--- src/rtl/alu_pkg.sv ---
// -----------------------------------------------------------------------------
// alu_pkg
// Shared definitions for the execute stage: opcode encodings, FSM state
// encodings and the bit positions of the {Z,N,C,V} flag vector.
// -----------------------------------------------------------------------------
package alu_pkg;

   // Opcode encodings
   localparam logic [2:0] OP_ADD = 3'b000;
   localparam logic [2:0] OP_SUB = 3'b001;
   localparam logic [2:0] OP_AND = 3'b010;
   localparam logic [2:0] OP_OR  = 3'b011;
   localparam logic [2:0] OP_XOR = 3'b100;
   localparam logic [2:0] OP_SLL = 3'b101;
   localparam logic [2:0] OP_SRL = 3'b110;
   localparam logic [2:0] OP_MUL = 3'b111;

   // Execute-stage FSM states
   typedef enum logic [1:0] {
      S_IDLE = 2'b00,
      S_EXEC = 2'b01,
      S_MUL  = 2'b10,
      S_WB   = 2'b11
   } state_t;

   // Bit positions inside flags = {Z,N,C,V}
   localparam int FLAG_Z = 3;
   localparam int FLAG_N = 2;
   localparam int FLAG_C = 1;
   localparam int FLAG_V = 0;

endpackage

--- src/rtl/alu_seq_multiplier.sv ---
// -----------------------------------------------------------------------------
// alu_seq_multiplier
// Iterative shift-add multiplier, one partial product per clock, WIDTH
// iterations. Produces the low WIDTH bits of the unsigned product.
// Only compiled when the optional multiply (macro ALU_MUL_EN) is enabled.
//
// Ports:
//   clock    rising-edge clock
//   reset    asynchronous, active-high
//   start    one-cycle load strobe; captures op_a/op_b and clears the accumulator
//   op_a     multiplicand
//   op_b     multiplier
//   done     high during the final iteration cycle
//   product  accumulator value that results from the current iteration;
//            equals the final product while done is high
// -----------------------------------------------------------------------------
`ifdef ALU_MUL_EN
module alu_seq_multiplier #(
   parameter int WIDTH = 32
) (
   input  logic             clock,
   input  logic             reset,
   input  logic             start,
   input  logic [WIDTH-1:0] op_a,
   input  logic [WIDTH-1:0] op_b,
   output logic             done,
   output logic [WIDTH-1:0] product
);

   localparam int CW = $clog2(WIDTH);

   logic [WIDTH-1:0] mcand_r;
   logic [WIDTH-1:0] mplier_r;
   logic [WIDTH-1:0] acc_r;
   logic [CW-1:0]    count_r;
   logic             run_r;
   logic [WIDTH-1:0] acc_next_s;
   logic             last_s;

   // Accumulator update for this iteration and end-of-run detect
   always_comb begin
      acc_next_s = acc_r;
      if (mplier_r[0]) begin
         acc_next_s = acc_r + mcand_r;
      end else begin
         acc_next_s = acc_r;
      end
      last_s = run_r && (count_r == CW'(WIDTH - 1));
   end

   assign done    = last_s;
   assign product = acc_next_s;

   // Operand shift registers, accumulator and iteration counter
   always_ff @(posedge clock or posedge reset) begin
      if (reset) begin
         mcand_r  <= {WIDTH{1'b0}};
         mplier_r <= {WIDTH{1'b0}};
         acc_r    <= {WIDTH{1'b0}};
         count_r  <= {CW{1'b0}};
         run_r    <= 1'b0;
      end else if (start) begin
         mcand_r  <= op_a;
         mplier_r <= op_b;
         acc_r    <= {WIDTH{1'b0}};
         count_r  <= {CW{1'b0}};
         run_r    <= 1'b1;
      end else if (run_r) begin
         acc_r    <= acc_next_s;
         mcand_r  <= mcand_r << 1;
         mplier_r <= mplier_r >> 1;
         if (last_s) begin
            count_r <= {CW{1'b0}};
            run_r   <= 1'b0;
         end else begin
            count_r <= count_r + CW'(1);
         end
      end
   end

endmodule
`endif

--- src/rtl/alu_exec_unit.sv ---
// -----------------------------------------------------------------------------
// alu_exec_unit
// Multi-cycle execute stage feeding the register file write port.
// ALU ops: IDLE -> EXEC -> WB. With macro ALU_MUL_EN, opcode 111 runs
// IDLE -> MUL (WIDTH cycles) -> WB on the shift-add multiplier; without it,
// opcode 111 produces a one-cycle illegal pulse in WB and no write-back.
//
// Ports:
//   clock, reset          rising-edge clock, asynchronous active-high reset
//   start                 request, accepted only while idle
//   opcode, op_a, op_b    operation and operands (register file read ports)
//   dest                  destination register address
//   busy                  high while an operation is in flight
//   wb_en/wb_addr/wb_data one-cycle write-back to the register file
//   flags                 {Z,N,C,V} from the last write-back
//   illegal               one-cycle pulse for an unsupported opcode
// -----------------------------------------------------------------------------
module alu_exec_unit
   import alu_pkg::*;
#(
   parameter int WIDTH  = 32,
   parameter int ADDR_W = 2
) (
   input  logic              clock,
   input  logic              reset,
   input  logic              start,
   input  logic [2:0]        opcode,
   input  logic [WIDTH-1:0]  op_a,
   input  logic [WIDTH-1:0]  op_b,
   input  logic [ADDR_W-1:0] dest,
   output logic              busy,
   output logic              wb_en,
   output logic [ADDR_W-1:0] wb_addr,
   output logic [WIDTH-1:0]  wb_data,
   output logic [3:0]        flags,
   output logic              illegal
);

   localparam int SHW = $clog2(WIDTH);

   state_t            state_r;
   state_t            state_next_s;
   logic [2:0]        op_r;
   logic [WIDTH-1:0]  a_r;
   logic [WIDTH-1:0]  b_r;
   logic [ADDR_W-1:0] dest_r;
   logic              busy_r;
   logic              wb_en_r;
   logic [ADDR_W-1:0] wb_addr_r;
   logic [WIDTH-1:0]  wb_data_r;
   logic [3:0]        flags_r;
   logic              illegal_r;
   logic              accept_s;
   logic [WIDTH:0]    sum_s;
   logic [WIDTH-1:0]  diff_s;
   logic [WIDTH-1:0]  alu_result_s;
   logic [3:0]        alu_flags_s;
   logic              carry_s;
   logic              ovf_s;

   assign accept_s = (state_r == S_IDLE) && start;

`ifdef ALU_MUL_EN
   logic             mul_start_s;
   logic             mul_done_s;
   logic [WIDTH-1:0] mul_product_s;
   logic [3:0]       mul_flags_s;

   assign mul_start_s = accept_s && (opcode == OP_MUL);

   alu_seq_multiplier #(.WIDTH(WIDTH)) u_mul (
      .clock   (clock),
      .reset   (reset),
      .start   (mul_start_s),
      .op_a    (op_a),
      .op_b    (op_b),
      .done    (mul_done_s),
      .product (mul_product_s)
   );

   // Multiply only reports Z and N; carry and overflow are always clear
   always_comb begin
      mul_flags_s         = 4'b0000;
      mul_flags_s[FLAG_Z] = (mul_product_s == {WIDTH{1'b0}});
      mul_flags_s[FLAG_N] = mul_product_s[WIDTH-1];
   end
`endif

   // Single-cycle ALU datapath on the latched operands
   always_comb begin
      sum_s        = {1'b0, a_r} + {1'b0, b_r};
      diff_s       = a_r - b_r;
      alu_result_s = {WIDTH{1'b0}};
      carry_s      = 1'b0;
      ovf_s        = 1'b0;
      case (op_r)
         OP_ADD: begin
            alu_result_s = sum_s[WIDTH-1:0];
            carry_s      = sum_s[WIDTH];
            // Overflow: like-signed operands giving an opposite-signed sum
            ovf_s        = (a_r[WIDTH-1] == b_r[WIDTH-1]) &&
                           (sum_s[WIDTH-1] != a_r[WIDTH-1]);
         end
         OP_SUB: begin
            alu_result_s = diff_s;
            carry_s      = (a_r < b_r);
            // Overflow: unlike-signed operands, result sign differs from A
            ovf_s        = (a_r[WIDTH-1] != b_r[WIDTH-1]) &&
                           (diff_s[WIDTH-1] != a_r[WIDTH-1]);
         end
         OP_AND:  alu_result_s = a_r & b_r;
         OP_OR:   alu_result_s = a_r | b_r;
         OP_XOR:  alu_result_s = a_r ^ b_r;
         OP_SLL:  alu_result_s = a_r << b_r[SHW-1:0];
         OP_SRL:  alu_result_s = a_r >> b_r[SHW-1:0];
         default: alu_result_s = {WIDTH{1'b0}};
      endcase
      alu_flags_s         = 4'b0000;
      alu_flags_s[FLAG_Z] = (alu_result_s == {WIDTH{1'b0}});
      alu_flags_s[FLAG_N] = alu_result_s[WIDTH-1];
      alu_flags_s[FLAG_C] = carry_s;
      alu_flags_s[FLAG_V] = ovf_s;
   end

   // FSM state register
   always_ff @(posedge clock or posedge reset) begin
      if (reset) begin
         state_r <= S_IDLE;
      end else begin
         state_r <= state_next_s;
      end
   end

   // FSM next-state logic
   always_comb begin
      state_next_s = state_r;
      case (state_r)
         S_IDLE: begin
            if (start) begin
`ifdef ALU_MUL_EN
               if (opcode == OP_MUL) begin
                  state_next_s = S_MUL;
               end else begin
                  state_next_s = S_EXEC;
               end
`else
               state_next_s = S_EXEC;
`endif
            end else begin
               state_next_s = S_IDLE;
            end
         end
         S_EXEC: state_next_s = S_WB;
`ifdef ALU_MUL_EN
         S_MUL: begin
            if (mul_done_s) begin
               state_next_s = S_WB;
            end else begin
               state_next_s = S_MUL;
            end
         end
`endif
         S_WB:    state_next_s = S_IDLE;
         default: state_next_s = S_IDLE;
      endcase
   end

   // Operand capture and registered outputs; write-back values are loaded on
   // the edge entering WB so they are stable for the whole WB cycle
   always_ff @(posedge clock or posedge reset) begin
      if (reset) begin
         op_r      <= 3'b000;
         a_r       <= {WIDTH{1'b0}};
         b_r       <= {WIDTH{1'b0}};
         dest_r    <= {ADDR_W{1'b0}};
         busy_r    <= 1'b0;
         wb_en_r   <= 1'b0;
         wb_addr_r <= {ADDR_W{1'b0}};
         wb_data_r <= {WIDTH{1'b0}};
         flags_r   <= 4'b0000;
         illegal_r <= 1'b0;
      end else begin
         busy_r    <= (state_next_s != S_IDLE);
         wb_en_r   <= 1'b0;
         illegal_r <= 1'b0;
         if (accept_s) begin
            op_r   <= opcode;
            a_r    <= op_a;
            b_r    <= op_b;
            dest_r <= dest;
         end
         if (state_r == S_EXEC) begin
            // Opcode 111 only reaches EXEC when the multiplier is absent
            if (op_r == OP_MUL) begin
               illegal_r <= 1'b1;
            end else begin
               wb_en_r   <= 1'b1;
               wb_addr_r <= dest_r;
               wb_data_r <= alu_result_s;
               flags_r   <= alu_flags_s;
            end
         end
`ifdef ALU_MUL_EN
         else if ((state_r == S_MUL) && mul_done_s) begin
            wb_en_r   <= 1'b1;
            wb_addr_r <= dest_r;
            wb_data_r <= mul_product_s;
            flags_r   <= mul_flags_s;
         end
`endif
      end
   end

   assign busy    = busy_r;
   assign wb_en   = wb_en_r;
   assign wb_addr = wb_addr_r;
   assign wb_data = wb_data_r;
   assign flags   = flags_r;
   assign illegal = illegal_r;

endmodule
--- config.mk ---
export PLATFORM = sky130hd
export DESIGN_NAME = alu_exec_unit
export DESIGN_NICKNAME = d
export VERILOG_FILES = /design/src/rtl/alu_pkg.sv /design/src/rtl/alu_seq_multiplier.sv /design/src/rtl/alu_exec_unit.sv
export SDC_FILE = /design/constraint.sdc
export NUM_CORES = 1
export LEC_CHECK = 0
export CAP_MARGIN = 15
export CORE_ASPECT_RATIO = 1.25
export CORE_MARGIN = 2
export CORE_UTILIZATION = 36
export DETAILED_ROUTE_END_ITERATION = 7
export PLACE_DENSITY = 0.66
export REMOVE_ABC_BUFFERS = 1
export SLEW_MARGIN = 40
export SYNTH_ARGS = -nofsm -noshare
export SYNTH_HDL_FRONTEND = slang
export SYNTH_SLANG_ARGS = --single-unit
export TNS_END_PERCENT = 1
--- constraint.sdc ---
create_clock -name clock -period 11 [get_ports clock]
set_input_delay 1.65 -clock clock [delete_from_list [all_inputs] [get_ports clock]]
set_output_delay 1.65 -clock clock [all_outputs]
set_load 0.1 [all_outputs]
==> flow_summary.json, run 1 <==
{
  "status": "complete, no violations",
  "synth.avg_cell_area_um2": 7.88,
  "hp-class": "reg2reg",
  "routabilityCongestion": 1.04,
  "synth_cells": 1702,
  "post_cts_buffers": 0,
  "cts_resized": 0,
  "ios": 113,
  "min_to": "wb_data[5]$_DFFE_PP0P_",
  "finalMaxSlewViolations": 0,
  "path_clk_slew_ns": 0.08,
  "reg2reg_depth": 15,
  "fin_crit_ns": 5.24,
  "via_per_inst": 6.36,
  "whs_path_depth": 2,
  "drc": 0,
  "rows": 79,
  "max_freq_ghz": 0.191,
  "layout-drive-gt1-share_pct": 13.0,
  "grt_pass1_wl_mm": 90.9,
  "vias": 14100,
  "antenna_found_initial": 0,
  "ys_warn_count": 0,
  "fp.dieW_um": 177,
  "worst_pin_slew_ns": 0.911,
  "cts_made_buffers": 9,
  "diodes": 0,
  "slew_headroom_pct": 39.0,
  "maxCapViolations": 0,
  "synthMuxAreaShare_pct": 14.6,
  "grt_use_total_pct": 32.1,
  "crit_path_end_kind": "flip-flop",
  "r2r_end": "flags[3]$_DFFE_PP0P_",
  "dpl_worst_slack_ns": 5.88,
  "utilization_pct": 40.5,
  "holdCritStartpoint": "wb_data[5]$_DFFE_PP0P_",
  "cts_buffer_depth": 2,
  "core_area_um2": 37000,
  "drt_iter0_drc": 1635,
  "nNetsFinal": 1901,
  "dieHeight_um": 220,
  "wire_per_inst_um": 28.2,
  "yosysSeqAreaShare_pct": 20.7,
  "synth_top_area_share_pct": 20.7,
  "grt_pass1_vias": 13500,
  "synth_top_family_by_area": "compound AO/OA/AOI/OAI gates",
  "h-tree-depth": 3,
  "hold_buffers": 0,
  "grt_max_degree": 69,
  "arrival_ns": 5.56,
  "async_reset_ff_share_pct": 100,
  "areaGrowthSynthToFinish_pct": 11.7,
  "clk_latency_ns": 0.42,
  "yosys.area_share.adder_pct": 10.2,
  "fill_cells": 3876,
  "setup_tns_ns": 0,
  "path_max_fanout": 54,
  "post-route-period-util_pct": 47.6,
  "layout_commonest_cell": "nand2_1",
  "crit_type": "reg2reg",
  "reg2reg_setup_slack_ns": 5.76,
  "yosys.cell_types.count": 97,
  "synth_compound_gate_area_share_pct": 28.5,
  "rsz0062_at_grt": "false",
  "ys_ff_latch": 111,
  "synth-edff-count": 0,
  "cts_tree": "yes",
  "initial_core_util_pct": 36.3,
  "cts_sinks": 111,
  "dpl.hpwl_mm": 48.0,
  "die_area_um2": 38800,
  "required_ns": 11.32,
  "portBuffers": 112,
  "fin_skew_ns": 0.0145,
  "drt-pass1-iter-count": 5,
  "hold_slack_ns": 0.473,
  "ant_nets": 0,
  "critPathLaunchType": "flip-flop",
  "finalWirelength_mm": 62.3,
  "rr_startpoint": "b_r[3]$_DFFE_PP0P_",
  "finalHoldViolCount": 0,
  "grt-ovfl-total": 0,
  "synth-xor-area-share_pct": 1.56,
  "synth_area_leaders": "dfrtp_1, ha_1, mux4_2, o21ai_0, nand2_1",
  "setup_slack_ns": 5.76,
  "setup_violations": 0,
  "synth_top_cell_by_area": "dfrtp_1",
  "syn_area_um2": 13400,
  "final_cell_mix": "nand2_1, o21ai_0, nor2_1",
  "cts_root_buffer": "clkbuf_16",
  "synth-main-ff-cell": "dfrtp_1",
  "synthSimpleGateAreaFrac_pct": 17.1
}
## Yosys cell counts, types with 6 or more instances
cell type	number
or3_1	12
a21oi_1	113
nor4_1	12
mux4_2	37
a211oi_1	29
mux2_2	47
nor2b_1	18
nand2b_1	10
a221oi_1	8
clkbuf_1	83
o21a_1	9
a2111oi_0	10
a22oi_1	32
nand4_1	7
inv_1	98
and2_1	7
a31oi_1	22
or2_2	6
dfrtp_1	111
o221ai_1	7
ha_1	106
nor2_1	136
o2111ai_1	7
buf_2	39
buf_4	7
o31ai_1	17
nor3b_1	6
xnor2_1	17
o211ai_1	32
a211o_1	7
o21ai_0	154
nor3_1	28
nand3_1	26
a21o_1	15
buf_1	10
o22ai_1	37
mux2i_1	57
nand2_1	199
## sequential cells by signal, summed over array words and instances, names as in the netlist
signal / cells
a_r: 32
b_r: 32
wb_data: 31
flags: 4
op_r: 3
dest_r: 2
state_r: 2
wb_addr: 2
busy: 1
illegal: 1
wb_en: 1
## stage by stage
stage	cell area [um^2]	cells
floorplan	12800	1562
global placement	14900	2195
detailed placement	14700	2196
CTS	15000	2212
global route	15000	2212
finish	15000	2212
## worst max-delay path: stages, from the launching register on
cell,delay (ns)
dfrtp_1,0.33
buf_4,0.53
inv_1,0.18
buf_4,0.30
ha_1,0.52
and2_4,0.22
nand3_1,0.19
a2111oi_2,0.69
o21ai_0,0.29
a31oi_1,0.51
a2111oi_0,0.23
o311ai_1,0.32
nand3_1,0.14
nor4_1,0.29
nand4b_1,0.15
o41ai_2,0.20
## worst max-delay path by stage
| stage | endpoint | from |
|---|---|---|
| after floorplan | dest_r[0]$_DFFE_PP0P_ | start |
| after global placement | flags[3]$_DFFE_PP0P_ | b_r[3]$_DFFE_PP0P_ |
| after detailed placement | flags[3]$_DFFE_PP0P_ | b_r[3]$_DFFE_PP0P_ |
| after CTS | flags[3]$_DFFE_PP0P_ | b_r[3]$_DFFE_PP0P_ |
| after global routing | flags[3]$_DFFE_PP0P_ | b_r[3]$_DFFE_PP0P_ |
| final | flags[3]$_DFFE_PP0P_ | b_r[3]$_DFFE_PP0P_ |
## area by class of cell
class | count | area, um^2 | share of cell area, %
Inverter | 101 | 382 | 2.55
Clock buffer | 9 | 225 | 1.50
Multi-Input combinational cell | 1350 | 9700 | 64.8
Tap cell | 486 | 608 | 4.06
Clock inverter | 7 | 77.6 | 0.518
Sequential cell | 111 | 2790 | 18.6
Timing Repair Buffer | 148 | 1200 | 8.00
## cells by family (layout without fill, tap and decap cells)
kind of cell / count (synthesis) / after routing
mux: 143 / 143
flops: 111 / 111
fa+ha+maj: 108 / 108
buf+inv: 241 / 265
compound gates: 577 / 577
simple gates: 499 / 499
xor+xnor: 23 / 23
## layer usage
metal  vias up  global-route usage, %  part of all wire [%]
met2       764                   51.7                    46
met1      6825                   39.5                    39
met3       180                   5.26                   7.4
met5         -                      0                     0
li1       6309                      -                     -
met4         0                   20.9                   7.3
Power of run 1 is not shown: default switching activity piles up to over one toggle a cycle in this logic, so the estimate is an artifact.
==> run 2: changes to the inputs <==
Settings changed: PLACE_DENSITY 0.66 to 0.68.
Clock period 11 ns to 4.3 ns, I/O delays scaled along.
==> flow_summary.json, run 2 (same netlist as run 1, synthesis figures left out) <==
{
  "worst_pin_slew_ns": 0.947,
  "nNetsFinal": 2047,
  "areaGrowthSynthToFinish_pct": 20.4,
  "path_max_fanout": 4,
  "dpl_worst_slack_ns": 0.177,
  "rows": 79,
  "routabilityCongestion": 1.08,
  "setup_violations": 0,
  "die_area_um2": 38800,
  "maxCapViolations": 0,
  "dieHeight_um": 220,
  "cts_made_buffers": 9,
  "portBuffers": 112,
  "layout-drive-gt1-share_pct": 19.9,
  "cts_sinks": 111,
  "min_to": "wb_addr[0]$_DFFE_PP0P_",
  "ant_nets": 0,
  "grt_max_degree": 136,
  "initial_core_util_pct": 36.3,
  "path_clk_slew_ns": 0.08,
  "grt-ovfl-total": 0,
  "final_cell_mix": "nand2_1, buf_4, o21ai_0",
  "grt_use_total_pct": 32.4,
  "grt_pass1_vias": 14400,
  "seq_area_um2": 2790,
  "antenna_found_initial": 0,
  "fin_crit_ns": 4.09,
  "cts_root_buffer": "clkbuf_16",
  "rr_startpoint": "b_r[1]$_DFFE_PP0P_",
  "layout_commonest_cell": "nand2_1",
  "utilization_pct": 43.7,
  "h-tree-depth": 3,
  "wire_per_inst_um": 26.7,
  "status": "complete, no violations",
  "setup_slack_ns": 0.207,
  "ios": 113,
  "max_freq_ghz": 0.244,
  "holdCritStartpoint": "dest_r[0]$_DFFE_PP0P_",
  "slew_headroom_pct": 36.2,
  "reg2reg_setup_slack_ns": 0.21,
  "dpl.hpwl_mm": 49.4,
  "placed_area_um2": 15800,
  "hold_slack_ns": 0.474,
  "whs_path_depth": 2,
  "core_area_um2": 37000,
  "finalMaxSlewViolations": 0,
  "rsz0062_at_grt": "false",
  "required_ns": 4.60,
  "crit_path_end_kind": "flip-flop",
  "r2r_end": "flags[3]$_DFFE_PP0P_",
  "post-route-period-util_pct": 95.2,
  "cts_buffer_depth": 2,
  "finalHoldViolCount": 0,
  "cts_tree": "yes",
  "fp.dieW_um": 177,
  "vias": 14900,
  "reg2reg_depth": 12,
  "fin_skew_ns": 0.00797,
  "fill_cells": 3776,
  "multiInputGateArea_um2": 9720,
  "finalWirelength_mm": 62.9,
  "final_area_um2": 16200,
  "crit_type": "reg2reg",
  "drt-pass1-iter-count": 5,
  "hp-class": "reg2reg",
  "drt_iter0_drc": 1456,
  "clk_latency_ns": 0.40,
  "via_per_inst": 6.30,
  "post_cts_buffers": 0,
  "grt_pass1_wl_mm": 93.2,
  "arrival_ns": 4.39,
  "critPathLaunchType": "flip-flop",
  "diodes": 0,
  "drc": 0
}
## run 2: routing by layer
layer | global-route usage, % | part of all wire (%) | up-vias | wire length [um]
met5 | 0 | 0 | - | 0
met4 | 23.1 | 8.4 | 0 | 5270
met3 | 6.21 | 7.1 | 246 | 4460
met2 | 51.8 | 46 | 754 | 28700
met1 | 39.0 | 39 | 7264 | 24500
li1 | - | - | 6593 | -
## run 2: how the worst max path moves through the flow
stage	startpoint	to	slack, ns
floorplan	start	dest_r[0]$_DFFE_PP0P_	-3.46
global placement	b_r[0]$_DFFE_PP0P_	flags[3]$_DFFE_PP0P_	0.26
detailed placement	a_r[0]$_DFFE_PP0P_	flags[3]$_DFFE_PP0P_	0.18
CTS	a_r[0]$_DFFE_PP0P_	flags[3]$_DFFE_PP0P_	0.15
global route	a_r[0]$_DFFE_PP0P_	flags[3]$_DFFE_PP0P_	0.007
finish	b_r[1]$_DFFE_PP0P_	flags[3]$_DFFE_PP0P_	0.21
## run 2: timing repair
action                                  4_1_cts  5_1_grt
hold buffers                                  0        0
endpoints found under the hold margin         0        0
endpoints found under the setup margin        0        1
gates resized for setup                       0        7
## run 2: layout make-up
type,instances,share of cell area (%)
well taps,486,3.76
clock inverters,6,0.488
multi-input cells,1350,60.2
clock buffers,10,1.48
repair buffers,294,14.5
inverters,101,2.36
flip-flops and latches,111,17.3
## run 2: through the flow
step / TNS, ns / cells
floorplan: -267.02 / 1562
finish: 0 / 2358
detailed placement: 0 / 2342
global placement: 0 / 2342
global route: 0 / 2358
CTS: 0 / 2358
## run 2: worst max-delay path, cell delays in order (launching register included)
cell	delay (ns)
dfrtp_4	0.51
inv_1	0.18
ha_1	0.29
o21ba_2	0.23
or4_4	0.47
a31oi_1	0.22
xnor2_1	0.22
a2111o_1	0.50
nor4_1	0.36
nand4_1	0.29
and4b_1	0.37
nand4b_1	0.13
o41ai_2	0.22
Power of run 2 is left out for the same reason.
==> run 3: changes to the inputs <==
Settings changed: PLACE_DENSITY 0.68 to 0.66, RECOVER_POWER set to 25.
Clock period 4.3 ns to 4.85 ns, I/O delays scaled along.
==> flow_summary.json, run 3 (same netlist as run 1, synthesis figures left out) <==
{
  "grt_max_degree": 136,
  "hold_buffers": 0,
  "max_freq_ghz": 0.223,
  "layout_commonest_cell": "nand2_1",
  "utilization_pct": 42.1,
  "routabilityCongestion": 1.06,
  "top_layer": "met4",
  "vias": 14700,
  "final_cell_mix": "nand2_1, o21ai_0, nor2_1",
  "ios": 113,
  "nNetsFinal": 1977,
  "hp-class": "reg2reg",
  "hold_slack_ns": 0.475,
  "grt_pass1_wl_mm": 93.8,
  "dpl_worst_slack_ns": 0.444,
  "dieHeight_um": 220,
  "grt-ovfl-total": 0,
  "cts_sinks": 111,
  "required_ns": 5.16,
  "finalMaxSlewViolations": 114,
  "grt_pass1_vias": 14100,
  "setup_violations": 0,
  "final_area_um2": 15600,
  "critPathMaxStageDelay_ns": 0.61,
  "areaGrowthSynthToFinish_pct": 16.1,
  "crit_chain": "inv_1 > ha_1 > or4_1 > nor3_1 > a21boi_0 > o21ai_0 > a32oi_1 > a221oi_2 > xnor2_1 > a211o_1 > a2111oi_2 > nand4b_1 > o41ai_2",
  "cts_root_buffer": "clkbuf_16",
  "wl_met2_mm": 28.8,
  "drt-met1-wl_mm": 24.9,
  "portBuffers": 112,
  "fin_skew_ns": 0.00968,
  "arrival_ns": 4.81,
  "status": "finished with violations",
  "die_area_um2": 38800,
  "ant_nets": 0,
  "drt_iter0_drc": 1606,
  "critPathLaunchType": "flip-flop",
  "rsz0062_at_grt": "false",
  "dpl.hpwl_mm": 50.3,
  "path_max_fanout": 10,
  "crit_path_end_kind": "flip-flop",
  "via_per_inst": 6.41,
  "finalWirelength_mm": 64.7,
  "reg2reg_depth": 13,
  "finalHoldViolCount": 0,
  "post-route-period-util_pct": 92.7,
  "dr_wl_met3_mm": 5.10,
  "core_area_um2": 37000,
  "crit_type": "reg2reg",
  "rows": 79,
  "setup_slack_ns": 0.356,
  "cts_resized": 0,
  "grt_use_total_pct": 33.2,
  "cts_buffer_depth": 2,
  "slowest_stage": "or4_1",
  "layout-drive-gt1-share_pct": 16.8,
  "cts_tree": "yes",
  "worst_pin_slew_ns": 2.53,
  "whs_path_depth": 2,
  "post_cts_buffers": 0,
  "drc": 0,
  "fill_cells": 3824,
  "placed_area_um2": 15300,
  "cts_made_buffers": 9,
  "initial_core_util_pct": 36.3,
  "fin_crit_ns": 4.49,
  "slew_headroom_pct": -69.6,
  "maxCapViolations": 2,
  "h-tree-depth": 3,
  "violations": "max-capacitance violations, max-slew violations",
  "path_clk_slew_ns": 0.08,
  "fp.dieW_um": 177,
  "drt-pass1-iter-count": 6,
  "wire_per_inst_um": 28.3,
  "clk_latency_ns": 0.41,
  "antenna_found_initial": 1
}
run 3: cell types whose count changed in the layout (fill, tap and decap cells not counted), moves of 2 or more:
cell,change
buf_4,-69
buf_6,-2
clkdlybuf4s50_1,-2
clkinvlp_4,+2
dlygate4sd3_1,+2
nor2_1,-2
nor2_2,+2
run 3: cell type report:
class                      count  area [um^2]  area share (%)
tap                          486          608            3.90
sequential                   111         2790            17.9
clock buffer                   9          225            1.45
clock inverter                 6         52.6           0.337
inverter                     101          382            2.45
antenna                        1         2.50          0.0161
timing repair buffer         224         1800            11.6
multi-input combinational   1350         9710            62.3
run 3: worst paths after layout:
path | slack (ns) | endpoint | start
min in group asynchronous | 1.44 | wb_addr[1]$_DFFE_PP0P_ | reset
hold / removal | 0.47 | wb_data[5]$_DFFE_PP0P_ | wb_data[5]$_DFFE_PP0P_
setup / recovery | 0.36 | flags[3]$_DFFE_PP0P_ | a_r[17]$_DFFE_PP0P_
setup reg to reg | 0.36 | flags[3]$_DFFE_PP0P_ | a_r[17]$_DFFE_PP0P_
hold reg to reg | 0.47 | wb_data[5]$_DFFE_PP0P_ | wb_data[5]$_DFFE_PP0P_
max in group asynchronous | 0.99 | a_r[16]$_DFFE_PP0P_ | reset
run 3: stage by stage:
step,std cells,setup TNS [ns]
6_report,2288,0
5_1_grt,2287,0
4_1_cts,2287,0
3_5_place_dp,2272,0
3_3_place_gp,2272,0
2_1_floorplan,1562,-215.66
run 3: metal layers:
layer / vias to the layer above / GRT usage [%]
met4: 0 / 26.5
met5: - / 0
met3: 245 / 6.02
li1: 6444 / -
met2: 878 / 51.9
met1: 7099 / 40.0
run 3: critical path, delay by kind of cell, from the launching register on:
kind / cells / cell delay [ns]
compound gates: 7 / 2.03
simple gates: 3 / 1.08
flops: 1 / 0.56
fa+ha+maj: 1 / 0.34
buf+inv: 1 / 0.23
xor+xnor: 1 / 0.15
Power of run 3 is left out for the same reason.
